--- config.mk ---
export PLATFORM = sky130hd
export DESIGN_NAME = bus_responder
export DESIGN_NICKNAME = d
export VERILOG_FILES = /design/src/rtl/lynx_pkg.sv /design/src/rtl/bus_responder_int_gen.sv /design/src/rtl/bus_responder.sv
export SDC_FILE = /design/constraint.sdc
export NUM_CORES = 1
export LEC_CHECK = 0
export CAP_MARGIN = 40
export CORE_ASPECT_RATIO = 1.4
export CORE_MARGIN = 2
export CORE_UTILIZATION = 40
export CTS_CLUSTER_SIZE = 24
export DETAILED_ROUTE_END_ITERATION = 12
export GPL_TIMING_DRIVEN = 1
export PLACE_DENSITY = 0.76
export RECOVER_POWER = 100
export SLEW_MARGIN = 5
export SYNTH_ARGS = -nofsm -noshare
export SYNTH_HDL_FRONTEND = slang
export SYNTH_SLANG_ARGS = --single-unit
--- constraint.sdc ---
create_clock -name clock -period 5.2 [get_ports clock]
set_clock_uncertainty 0.1 [all_clocks]
set_input_delay 0.78 -clock clock [delete_from_list [all_inputs] [get_ports clock]]
set_output_delay 0.78 -clock clock [all_outputs]
set_load 0.005 [all_outputs]
--- src/rtl/lynx_pkg.sv ---
// +------------------------------------------------------------------+
// | lynx_pkg : shared port addresses, defaults and bus helpers       |
// | rev 1.0                                                          |
// +------------------------------------------------------------------+
`default_nettype none

package lynx_pkg;

  localparam logic [7:0]  PORT_BANK   = 8'h7F;
  localparam logic [7:0]  PORT_VCTL   = 8'h80;
  localparam logic [7:0]  PORT_DAC    = 8'h84;
  localparam logic [7:0]  BYTE_FF     = 8'hFF;
  localparam int          INT_LEN_DEF = 32;
  localparam logic [15:0] ROM_TOP_DEF = 16'h5FFF;

  typedef enum logic [1:0] {
    ACC_NONE   = 2'd0,
    ACC_MEM_RD = 2'd1,
    ACC_IO_RD  = 2'd2
  } rd_kind_e;

  function automatic rd_kind_e read_kind(input logic mreq_n, input logic iorq_n,
                                         input logic rd_n);
    rd_kind_e k;
    k = ACC_NONE;
    if (!rd_n && !mreq_n)      k = ACC_MEM_RD;
    else if (!rd_n && !iorq_n) k = ACC_IO_RD;
    return k;
  endfunction

endpackage

`default_nettype wire

--- src/rtl/bus_responder_int_gen.sv ---
// +------------------------------------------------------------------+
// | int_gen : vsync edge detect and frame-interrupt down-counter     |
// | rev 1.0                                                          |
// +------------------------------------------------------------------+
`default_nettype none

module int_gen
  import lynx_pkg::*;
#(
  parameter int INT_LEN = INT_LEN_DEF
) (
  input  logic clock,
  input  logic reset,
  input  logic i_cep,
  input  logic i_vsync,
  output logic o_int_n
);

  localparam logic [7:0] c_len = 8'(INT_LEN);

  logic       r_vsync_d;
  logic [7:0] r_count;
  logic       r_int_n;
  logic       w_vs_edge;

  assign w_vs_edge = i_vsync & ~r_vsync_d;

  // A fresh edge always reloads, so back-to-back frames stretch the pulse.
  always_ff @(posedge clock) begin
    if (!reset) begin
      r_vsync_d <= 1'b0;
      r_count   <= 8'd0;
      r_int_n   <= 1'b1;
    end else begin
      r_vsync_d <= i_vsync;
      if (w_vs_edge) begin
        r_count <= c_len;
        r_int_n <= 1'b0;
      end else if (i_cep && (r_count != 8'd0)) begin
        r_count <= r_count - 8'd1;
        if (r_count == 8'd1) r_int_n <= 1'b1;
      end
    end
  end

  assign o_int_n = r_int_n;

endmodule

`default_nettype wire

--- src/rtl/bus_responder.sv ---
// +------------------------------------------------------------------+
// | bus_responder : Z80 target decode, read mux, Lynx port latches   |
// | rev 1.0                                                          |
// +------------------------------------------------------------------+
`default_nettype none

module bus_responder
  import lynx_pkg::*;
#(
  parameter int          INT_LEN = INT_LEN_DEF,
  parameter logic [15:0] ROM_TOP = ROM_TOP_DEF
) (
  input  logic        clock,
  input  logic        reset,
  input  logic        cep,
  input  logic        mreq,
  input  logic        iorq,
  input  logic        rd,
  input  logic        wr,
  input  logic [15:0] a,
  input  logic [7:0]  d,
  output logic [7:0]  q,
  input  logic [7:0]  rom_q,
  input  logic [7:0]  ram_q,
  input  logic [7:0]  key_q,
  input  logic        vsync,
  output logic        int_n,
  output logic        rom_ce,
  output logic        ram_ce,
  output logic        ram_we,
  output logic [7:0]  bank,
  output logic [7:0]  vctl,
  output logic [5:0]  dac
);

  logic       w_rom_ce;
  logic       w_ram_ce;
  logic       w_strobe;
  logic       w_commit;
  rd_kind_e   w_kind;
  logic [7:0] w_rd_data;

  logic       r_strobe_d;
  logic [7:0] r_q;
  logic [7:0] r_bank;
  logic [7:0] r_vctl;
  logic [5:0] r_dac;
  logic       r_ram_we;

  // ROM only answers reads; writes under ROM fall through to RAM.
  assign w_rom_ce = ~mreq & ~r_vctl[5] & (a <= ROM_TOP) & ~rd;
  assign w_ram_ce = ~mreq & ~w_rom_ce;

  assign w_strobe = (~iorq | ~mreq) & ~wr;
  assign w_commit = cep & w_strobe & ~r_strobe_d;

  always_comb begin
    w_rd_data = BYTE_FF;
    w_kind    = read_kind(mreq, iorq, rd);
    case (w_kind)
      ACC_MEM_RD: w_rd_data = w_rom_ce ? rom_q : ram_q;
      ACC_IO_RD: begin
        if (a[7:0] == PORT_VCTL)      w_rd_data = key_q;
        else if (a[7:0] == PORT_BANK) w_rd_data = r_bank;
      end
      default: w_rd_data = BYTE_FF;
    endcase
  end

  always_ff @(posedge clock) begin
    if (!reset) begin
      r_strobe_d <= 1'b0;
      r_q        <= BYTE_FF;
      r_bank     <= 8'h00;
      r_vctl     <= 8'h00;
      r_dac      <= 6'd0;
      r_ram_we   <= 1'b0;
    end else begin
      r_ram_we <= w_commit & ~mreq;
      if (cep) begin
        r_strobe_d <= w_strobe;
        r_q        <= w_rd_data;
      end
      if (w_commit && !iorq) begin
        case (a[7:0])
          PORT_BANK: r_bank <= d;
          PORT_VCTL: r_vctl <= d;
          PORT_DAC:  r_dac  <= d[5:0];
          default:   ;
        endcase
      end
    end
  end

  int_gen #(
    .INT_LEN (INT_LEN)
  ) u_int_gen (
    .clock   (clock),
    .reset   (reset),
    .i_cep   (cep),
    .i_vsync (vsync),
    .o_int_n (int_n)
  );

  assign q      = r_q;
  assign rom_ce = w_rom_ce;
  assign ram_ce = w_ram_ce;
  assign ram_we = r_ram_we;
  assign bank   = r_bank;
  assign vctl   = r_vctl;
  assign dac    = r_dac;

endmodule

`default_nettype wire

---- Word level (Yosys, flattened, before mapping) ----
Cells that the tools add are included.
storage, ports and cells
  output and inout bits ................... 34
  bits of input ports ..................... 56
  bits in registers ....................... 42
cells by class
  order comparisons ....................... 1
  muxes and demuxes ....................... 11
  reductions and logical operators ........ 15
  equality and inequality tests ........... 6
  bitwise logic cells ..................... 19
  $add $sub $neg .......................... 1
operators with widths
  cell                                                   number
  2-to-1 mux 8 bit                                       3
  equality test 8 bit, second input constant             2
  <= comparator 16 x 15 -> 1 bit, second input constant  1
  one-hot mux 8 bit (2 select lines)                     1
  2-to-1 mux 6 bit                                       2
  AND 1 bit                                              9
  inverter 1 bit                                         9
  equality test 8 x 1 -> 1 bit, second input constant    1
  equality test 8 x 7 -> 1 bit, second input constant    1
  AND reduction 2 bit                                    4
  nonzero test 8 bit                                     1
  subtractor 8 x 1 -> 8 bit, second input constant       1
  logical AND 1 bit                                      4
  2-to-1 mux 2 bit                                       2
  nonzero test 2 bit                                     2
  logical NOT 1 bit                                      3
  2-to-1 mux 1 bit                                       3
  equality test 2 x 1 -> 1 bit, second input constant    1
  equality test 2 bit, second input constant             1
  OR reduction 2 bit                                     1
  bitwise OR 1 bit                                       1

---- Logic depth before layout (Yosys ltp) ----
Gate-level depths: netlist of run 1.
  word-level depth ........................ 7
  mapped depth ............................ 6
  depth with buffers taken out ............ 6

---- Cells and area by module ----
From an unflattened synthesis of run 1, not the netlist that was laid out.
unflattened totals
  cells, all modules ...................... 209
  area total of the unflattened synthesis .. 2031.9 um^2
modules (own cells, without submodules)
  module         area an instance (um^2)  cells each  sequential area each (um^2)  times used
  bus_responder  1440.1                   146         640.6                        1
  int_gen        591.8                    63          200.2                        1

---- Worst setup path before layout of run 1 ----
No wires, ideal clock.
  path kind ............................... input to output
  start point ............................. input port a[13]
  end point ............................... output port ram_ce
  stages on the path ...................... 3
  data arrival time ....................... 1639 ps
  setup slack ............................. 2681 ps
  buffers on the path ..................... 0
  cells stage by stage .................... a211oi_1 -> nor3b_2 -> nor2_1
between the ends
  cells in the longest elaborated chain, start to end .. 5
RTL lines
  element                         line                 RTL
  from (decl)                     bus_responder.sv:20  input logic [15:0] a,
  <= comparator 16 x 15 -> 1 bit  bus_responder.sv:51  assign w_rom_ce = ~mreq & ~r_vctl[5] & (a <= ROM_TOP) & ~rd;
  AND 1 bit (2 in a row)          bus_responder.sv:51
  via rom_ce                      bus_responder.sv:28  output logic rom_ce,
  inverter 1 bit                  bus_responder.sv:52  assign w_ram_ce = ~mreq & ~w_rom_ce;
  AND 1 bit                       bus_responder.sv:52
  to (decl)                       bus_responder.sv:29  output logic ram_ce,
The timed path passes the listed nets, and every way through them passes these cells.

---- Worst setup path after layout of run 1 ----
  start point ............................. input port a[13]
  end point ............................... output port rom_ce
between the ends
  cells in the longest elaborated chain, start to end .. 3
RTL lines
  element                         line
  <= comparator 16 x 15 -> 1 bit  bus_responder.sv:51
  AND 1 bit (2 in a row)          bus_responder.sv:51
  to (decl)                       bus_responder.sv:28
Every way passes these cells.

==> results of run 1 <==
==> synthesized netlist by cell type, types with 3 or more instances <==
library cell | instances | area share
ha_1 | 3 | 0.020
xnor2_1 | 4 | 0.019
nand2_1 | 6 | 0.012
a21oi_1 | 12 | 0.032
nor2_1 | 39 | 0.079
o221ai_1 | 7 | 0.033
nor4_1 | 4 | 0.013
dfxtp_1 | 42 | 0.45
a211oi_1 | 5 | 0.020
nor3b_1 | 3 | 0.012
clkbuf_1 | 3 | 0.0060
mux2i_1 | 23 | 0.12
a221oi_1 | 7 | 0.033
nor3_1 | 6 | 0.016
==> metrics by stage <==
| step | hold WS (ns) | util | total power (W) |
|---|---|---|---|
| 3_3_place_gp | 0.373 | 0.613 | 0.000507 |
| 5_1_grt | 0.414 | 0.629 | 0.000751 |
| 2_1_floorplan | 0.343 | - | 0.000438 |
| 6_report | 0.385 | 0.629 | 0.000714 |
| 3_5_place_dp | 0.378 | 0.613 | 0.000509 |
| 4_1_cts | 0.394 | 0.635 | 0.000726 |
==> final cells by class <==
type / count / share of cell area
inverters: 4 / 0.00530
flip-flops and latches: 42 / 0.297
clock inverters: 2 / 0.00442
well taps: 62 / 0.0274
multi-input cells: 145 / 0.340
repair buffers: 84 / 0.297
clock buffers: 6 / 0.0292
==> critical path: stages <==
cell,delay (ns)
clkdlybuf4s50_1,0.39
a211oi_1,0.43
nor3b_1,0.90
dlygate4sd3_1,0.69
==> cells by family (layout without fill, tap and decap cells) <==
family / count (synthesis) / count (layout)
AND/OR/NAND/NOR: 76 / 76
buffers and inverters: 9 / 96
multiplexers: 24 / 24
adder cells (fa/ha/maj): 3 / 3
XOR/XNOR: 4 / 4
AO/OA/AOI/OAI: 38 / 38
flip-flops: 42 / 42
==> worst paths after layout <==
path                                 from                   end  slack, ns  cells past startpoint
setup / recovery                    a[13]                rom_ce       1.13                      4
hold reg to reg         q[0]$_SDFFE_PN1P_     q[0]$_SDFFE_PN1P_       0.39                      2
hold / removal          q[0]$_SDFFE_PN1P_     q[0]$_SDFFE_PN1P_       0.39                      2
setup reg to reg  r_strobe_d$_SDFFE_PN0P_  bank[0]$_SDFFE_PN0P_       2.15                      4
==> power groups by stage <==
stage	clock network (W)	logic [W]	registers (W)
4_1_cts	0.000223	0.000153	0.000350
6_report	0.000216	0.000148	0.000350
3_3_place_gp	0	0.000150	0.000357
5_1_grt	0.000235	0.000165	0.000351
2_1_floorplan	0	0.0000832	0.000355
3_5_place_dp	0	0.000152	0.000358
==> registers in the layout, indices dropped and copies added (netlist names) <==
signal	flops
bank	8
q	8
u_int_gen.r_count	8
vctl	8
dac	6
r_strobe_d	1
ram_we	1
u_int_gen.o_int_n	1
u_int_gen.r_vsync_d	1
==> placed cells by master, fill, tap and decap left out, drive strengths merged <==
master	n
a211o	1
a211oi	5
a21oi	12
a221oi	7
a31oi	2
a41o	1
and2	1
and4	1
clkbuf	6
clkdlybuf4s50	47
clkinv	1
clkinvlp	1
dfxtp	42
dlygate4sd3	37
ha	3
inv	4
mux2	1
mux2i	23
nand2	6
nand2b	2
nand3	2
nand4	2
nand4bb	1
nor2	39
nor2b	1
nor3	6
nor3b	4
nor4	5
nor4b	2
o21ai	1
o221ai	7
o31ai	2
or3	2
or3b	1
or4b	1
xnor2	4
==> layer usage <==
metal  GRT usage  routed length [µm]  up-vias  part of all wire
met2       0.351                2650       58              0.51
li1            -                   -      902                 -
met4      0.0716                 108        0             0.021
met1       0.229                2030      835              0.39
met3      0.0663                 389       10             0.075
met5           0                   0        -                 0
==> flow_summary.ini, run 1 <==
[status]
status = complete, but fails checks
violations = capacitance limit, slew limit

[clock_network]
insertion_delay_ns = 0.29
path_clk_slew_ns = 0.08
ctsLongestPathBuffers = 2
cts_hold_buf = 0
numCtsBuffers = 5
cts_sinks = 42
cts_resized = 0
cts-root-buf = clkbuf_8
h-tree-depth = 2
cts_tree = yes
postCtsSetupBuffers = 0

[worst_setup_path]
start_kind = input port
path_max_fanout = 9
critical_path_arrival_ns = 3.19
cp-end-kind = output port
worstSetupPathType = input port to output port
crit_required_ns = 4.32

[final_layout]
nets = 341
fin_area_um2 = 2830
area_delta_synth_final_pct = 51.9
finalNonFillerCells = 345
multi_input_area_um2 = 962
drive_gt1_frac = 0.0318
register_area_um2 = 841
fillCellCount = 433
antennaDiodeCount = 0

[pwr]
p_switching_w = 0.000192
cellPowerDensity_nw_per_um2 = 252
pwr-share-seq = 0.490
clkPwrFrac = 0.302
swShare = 0.268
peakVddDrop_v = 0.000259
p_int_w = 0.000522
power_frac_comb = 0.208
p_leak_nw = 1.16

[logic_synthesis]
synth_compound_area_frac = 0.146
postSynth.asyncResetShare = 0
synth_top_family_by_area = simple AND/OR/NAND/NOR gates
yosys.area_share.adder = 0.0201
netlist_instances = 196
synthMuxAreaShare = 0.130
ys_seq_area_frac = 0.451
synthesis.nets = 255
synth_edf_count = 0
yosys.area_share.simple = 0.215
synth-main-ff-cell = dfxtp_1
synth_xor_xnor_area_share = 0.0188
ys_seq_elements = 42
yosys_warnings = 0
synth_area_um2 = 1860
synth_cell_type_count = 37
avgSynthCellArea_um2 = 9.51

[drt]
drc = 0
postRouteWirelength_um = 5180
vias = 1805
routed_via_density = 5.23
first_pass_iters = 4
ant_nets = 0
drt_iter0_drc = 58
routedWlPerCell_um = 15.0

[floorplan]
io_pins = 90
die_area_um2 = 5230
core_um2 = 4500
rows = 29
die_h_um = 84.8
initial_core_util = 0.414
die_w_um = 61.7

[timing]
fin_setup_tns_ns = 0
post-route-period-util = 0.783
worst_pin_slew_ns = 1.91
fmax_mhz = 246
rsz0062_at_grt = false
hold_viol_final = 0
relSlewSlack = -0.286
fin_crit_ns = 4.07
maxSlewViolCount = 9
setup_viol = 0
fin_ws_ns = 1.13

[min_path]
min_path_type = flop to flop

[grt]
grt_pass1_wl_um = 7910
grt_max_degree = 26
grt_pass1_vias = 1664
track_usage = 0.205
antenna_found_initial = 0
grt_overflow = 0

[placement]
place_ws_ns = 1.51
numPortBuffers = 84
gp_congestion = 0.871
place_area_um2 = 2760
hpwl_um = 4030
dp.cells = 337

[job]
cap_violations = 1
(Power assumes the default switching activity.)
==> inputs of run 2 (changes only) <==
==> constraint.sdc (replaced) <==
create_clock -name clock -period 4.15 [get_ports clock]
set_clock_uncertainty 0.1 [all_clocks]
set_input_delay 0.6225 -clock clock [delete_from_list [all_inputs] [get_ports clock]]
set_output_delay 0.6225 -clock clock [all_outputs]
set_load 0.005 [all_outputs]
==> flow_summary.ini, run 2 (synthesis gave the netlist of run 1 again) <==
[status]
status = complete, no violations

[clock_network]
h-tree-depth = 2
ctsLongestPathBuffers = 2
insertion_delay_ns = 0.29
cts_hold_buf = 0
cts_resized = 0
path_clk_slew_ns = 0.07
postCtsSetupBuffers = 0
cts-root-buf = clkbuf_8
numCtsBuffers = 5
cts_sinks = 42
cts_tree = yes

[worst_setup_path]
ff2ff_path_depth = 4
crit_required_ns = 3.43
slowest_delay_ns = 0.66
crit_start = a[13]
worstSetupPathType = input port to output port
critical_path_arrival_ns = 2.71
reg2reg_to = bank[7]$_SDFFE_PN0P_
start_kind = input port
rrSetupSlack_ns = 1.67
crit_chain = clkdlybuf4s50_1 -> a211oi_1 -> nor3b_2 -> dlygate4sd3_1
path_max_fanout = 9
crit_slowest_cell = dlygate4sd3_1
timing.rr.start = r_strobe_d$_SDFFE_PN0P_
cp-end-kind = output port
crit_path_end = rom_ce

[floorplan]
initial_core_util = 0.414
die_w_um = 61.7
die_area_um2 = 5230
core_um2 = 4500
io_pins = 90
die_h_um = 84.8
rows = 29

[min_path]
min_path_type = flop to flop
hp-start = q[6]$_SDFFE_PN1P_

[drt]
postRouteWirelength_um = 5010
first_pass_iters = 4
drc = 0
drt_iter0_drc = 113
routedWlPerCell_um = 14.5
highest_layer = met4
vias = 1802
met1Wirelength_um = 1990
routed_via_density = 5.22
dr_wl_met2_um = 2560
ant_nets = 0
met3_length_um = 361

[placement]
place_area_um2 = 2760
numPortBuffers = 84
gp_congestion = 0.810
hpwl_um = 3890
place_ws_ns = 0.769

[final_layout]
drive_gt1_frac = 0.0353
area_delta_synth_final_pct = 53.3
nets = 341
final_common_cell = clkdlybuf4s50_1
fin_area_um2 = 2860
final_cell_mix = clkdlybuf4s50_1 (47), dfxtp_1 (42), nor2_1 (39)
final_util = 0.635
antennaDiodeCount = 0

[pwr]
p_leak_nw = 1.16
cellPowerDensity_nw_per_um2 = 329
peakVddDrop_v = 0.000240

[grt]
grt_max_degree = 26
grt_pass1_vias = 1688
grt_overflow = 0
antenna_found_initial = 0
track_usage = 0.197
grt_pass1_wl_um = 7680

[timing]
fmax_mhz = 291
fin_setup_tns_ns = 0
relSlewSlack = 0.223
setup_viol = 0
post-route-period-util = 0.828
rsz0062_at_grt = false
fin_ws_ns = 0.715
fin_crit_ns = 3.43
maxSlewViolCount = 0
worst_pin_slew_ns = 1.16
hold_viol_final = 0

[job]
cap_violations = 0
## run 2: cell count changes in the layout (fill, tap and decap cells not counted)
cell,previous run,this run
bufinv_16,0,1
clkbuf_1,0,1
clkbuf_8,6,5
clkinv_2,1,0
nor3b_1,4,3
nor3b_2,0,1
nor4_1,5,4
nor4_2,0,1
o21ai_0,1,0
o21ai_1,0,1
## run 2: layout make-up
type | count | area, µm²
Inverter | 4 | 15.0
Clock buffer | 6 | 72.6
Sequential cell | 42 | 841
Multi-Input combinational cell | 145 | 973
Tap cell | 62 | 77.6
Timing Repair Buffer | 84 | 841
Fill cell | 417 | 1640
Clock inverter | 2 | 37.5
## run 2: worst min path at each step
stage	to	slack [ns]	cells after the start
floorplan	ram_we$_SDFF_PN0_	0.34	1
global placement	q[5]$_SDFFE_PN1P_	0.37	2
detailed placement	q[0]$_SDFFE_PN1P_	0.38	2
CTS	q[2]$_SDFFE_PN1P_	0.39	2
global route	q[4]$_SDFFE_PN1P_	0.40	2
finish	q[6]$_SDFFE_PN1P_	0.38	2
## run 2: report_power, final
group / switching [W] / total (W) / internal (W)
clock: 0.000135 / 0.000315 / 0.000179
combinational: 0.0000880 / 0.000187 / 0.0000989
sequential: 0.0000172 / 0.000439 / 0.000422
## run 2: metrics by stage
stage	std cells	hold slack, ns	power (W)
after floorplan	196	0.343	0.000549
after global placement	337	0.373	0.000636
after detailed placement	337	0.380	0.000638
after CTS	345	0.391	0.000954
after global routing	345	0.404	0.000993
final	345	0.384	0.000941
## run 2: metal layers
metal,up-vias,global-route usage
met4,0,0.0716
met3,11,0.0555
li1,903,-
met2,59,0.328
met1,829,0.232
met5,-,0
## run 2: critical path, delay by kind of cell
family	cells	cell delay, ns
buf+inv	2	1.06
compound gates	1	0.45
simple gates	1	0.58
==> inputs of run 3 (changes only) <==
==> constraint.sdc (replaced) <==
create_clock -name clock -period 3.6 [get_ports clock]
set_clock_uncertainty 0.1 [all_clocks]
set_input_delay 0.54 -clock clock [delete_from_list [all_inputs] [get_ports clock]]
set_output_delay 0.54 -clock clock [all_outputs]
set_load 0.005 [all_outputs]
==> flow_summary.ini, run 3 (synthesis gave the netlist of run 1 again) <==
[status]
status = complete, no violations

[worst_setup_path]
reg2reg_to = bank[7]$_SDFFE_PN0P_
crit_buf_inv = 2
worstSetupPathType = input port to flop
crit_required_ns = 3.66
crit_start = cep
crit_slowest_cell = nor4_2
crit_path_end = bank[7]$_SDFFE_PN0P_
cp-end-kind = flop
slowest_delay_ns = 1.02
ff2ff_path_depth = 4
critical_path_arrival_ns = 3.23
path_depth = 6
path_max_fanout = 8
start_kind = input port
timing.rr.start = r_strobe_d$_SDFFE_PN0P_
crit_family = simple AND/OR/NAND/NOR gates
rrSetupSlack_ns = 1.12
crit_chain = dlygate4sd3_1 -> clkbuf_1 -> or4b_1 -> nor4_2 -> mux2i_1 -> nor2_1

[grt]
grt_pass1_vias = 1722
grt_use_met2 = 0.364
grt.busiest_layer = met2
use_met3 = 0.0570
grt_overflow = 0
grt_max_degree = 26
use_met1 = 0.237
grt_pass1_wl_um = 8180
antenna_found_initial = 0
track_usage = 0.210

[floorplan]
rows = 29
core_um2 = 4500
die_area_um2 = 5230
die_h_um = 84.8
die_w_um = 61.7
io_pins = 90
initial_core_util = 0.414

[placement]
dp.cells = 339
numPortBuffers = 84
place_ws_ns = 0.591
place_area_um2 = 2780
hpwl_um = 4100
gp_congestion = 0.873

[timing]
worst_pin_slew_ns = 1.17
fin_crit_ns = 3.17
maxSlewViolCount = 0
rsz0062_at_grt = false
fin_ws_ns = 0.427
setup_viol = 0
relSlewSlack = 0.215
post-route-period-util = 0.881
fin_setup_tns_ns = 0
hold_viol_final = 0
fmax_mhz = 315

[pwr]
p_switching_w = 0.000278
cellPowerDensity_nw_per_um2 = 363
p_total_w = 0.00103
peakVddDrop_v = 0.000266
swShare = 0.269
clkPwrFrac = 0.299
power_frac_comb = 0.210
p_int_w = 0.000756
p_leak_nw = 1.16
pwr-share-seq = 0.490

[final_layout]
fillCellCount = 419
antennaDiodeCount = 0
final_cell_mix = clkdlybuf4s50_1 (47), dfxtp_1 (42), nor2_1 (39)
nets = 343
area_delta_synth_final_pct = 52.6
fin_area_um2 = 2850
finalNonFillerCells = 347
drive_gt1_frac = 0.0386
final_common_cell = clkdlybuf4s50_1

[drt]
drc = 0
first_pass_iters = 4
postRouteWirelength_um = 5240
drt_iter0_drc = 71
routedWlPerCell_um = 15.1
vias = 1822
ant_nets = 0
routed_via_density = 5.25

[clock_network]
numCtsBuffers = 5
cts_hold_buf = 0
path_clk_slew_ns = 0.07
postCtsSetupBuffers = 0
cts_resized = 0
cts_tree = yes
h-tree-depth = 2
ctsLongestPathBuffers = 2
cts-root-buf = clkbuf_8
cts_sinks = 42
insertion_delay_ns = 0.29

[min_path]
min_path_type = flop to flop

[job]
cap_violations = 0
[run 3: cell count changes in the layout (fill, tap and decap cells not counted), sizes merged]
cell,delta
clkinv,+1
buf,+1
clkbuf,+2
clkinvlp,-1
bufinv,-1
[run 3: cell type report]
type / count / area [µm²] / share of cell area
clock buffers: 7 / 86.3 / 0.0303
well taps: 62 / 77.6 / 0.0273
multi-input cells: 145 / 968 / 0.340
repair buffers: 86 / 852 / 0.299
inverters: 4 / 15.0 / 0.00528
flip-flops and latches: 42 / 841 / 0.296
clock inverters: 1 / 5.00 / 0.00176
[run 3: routing by layer]
layer	up-vias	share of wire
met5	-	0
met4	0	0.016
met3	7	0.068
met2	58	0.53
met1	849	0.39
li1	908	-
[run 3: worst min-delay path by stage]
| stage | start | endpoint | cells past startpoint |
|---|---|---|---|
| floorplan | r_strobe_d$_SDFFE_PN0P_ | ram_we$_SDFF_PN0_ | 1 |
| global placement | q[1]$_SDFFE_PN1P_ | q[1]$_SDFFE_PN1P_ | 2 |
| detailed placement | q[2]$_SDFFE_PN1P_ | q[2]$_SDFFE_PN1P_ | 2 |
| CTS | q[2]$_SDFFE_PN1P_ | q[2]$_SDFFE_PN1P_ | 2 |
| global route | q[0]$_SDFFE_PN1P_ | q[0]$_SDFFE_PN1P_ | 2 |
| finish | q[0]$_SDFFE_PN1P_ | q[0]$_SDFFE_PN1P_ | 2 |
[run 3: power groups by stage]
stage          logic (W)  clock network (W)  registers (W)
6_report        0.000217           0.000309       0.000507
5_1_grt         0.000241           0.000338       0.000508
4_1_cts         0.000223           0.000315       0.000506
3_5_place_dp    0.000222                  0       0.000517
3_3_place_gp    0.000218                  0       0.000516
2_1_floorplan   0.000120                  0       0.000512
[run 3: tightest hold or removal path, stage by stage, from the launching register on]
cell     delay (ns)
dfxtp_1        0.31
nor2_1         0.09
a21oi_1        0.04
[run 3: stage by stage]
step | hold slack [ns] | utilization
floorplan | 0.343 | -
global placement | 0.373 | 0.617
detailed placement | 0.377 | 0.617
CTS | 0.393 | 0.637
global route | 0.411 | 0.632
finish | 0.385 | 0.632
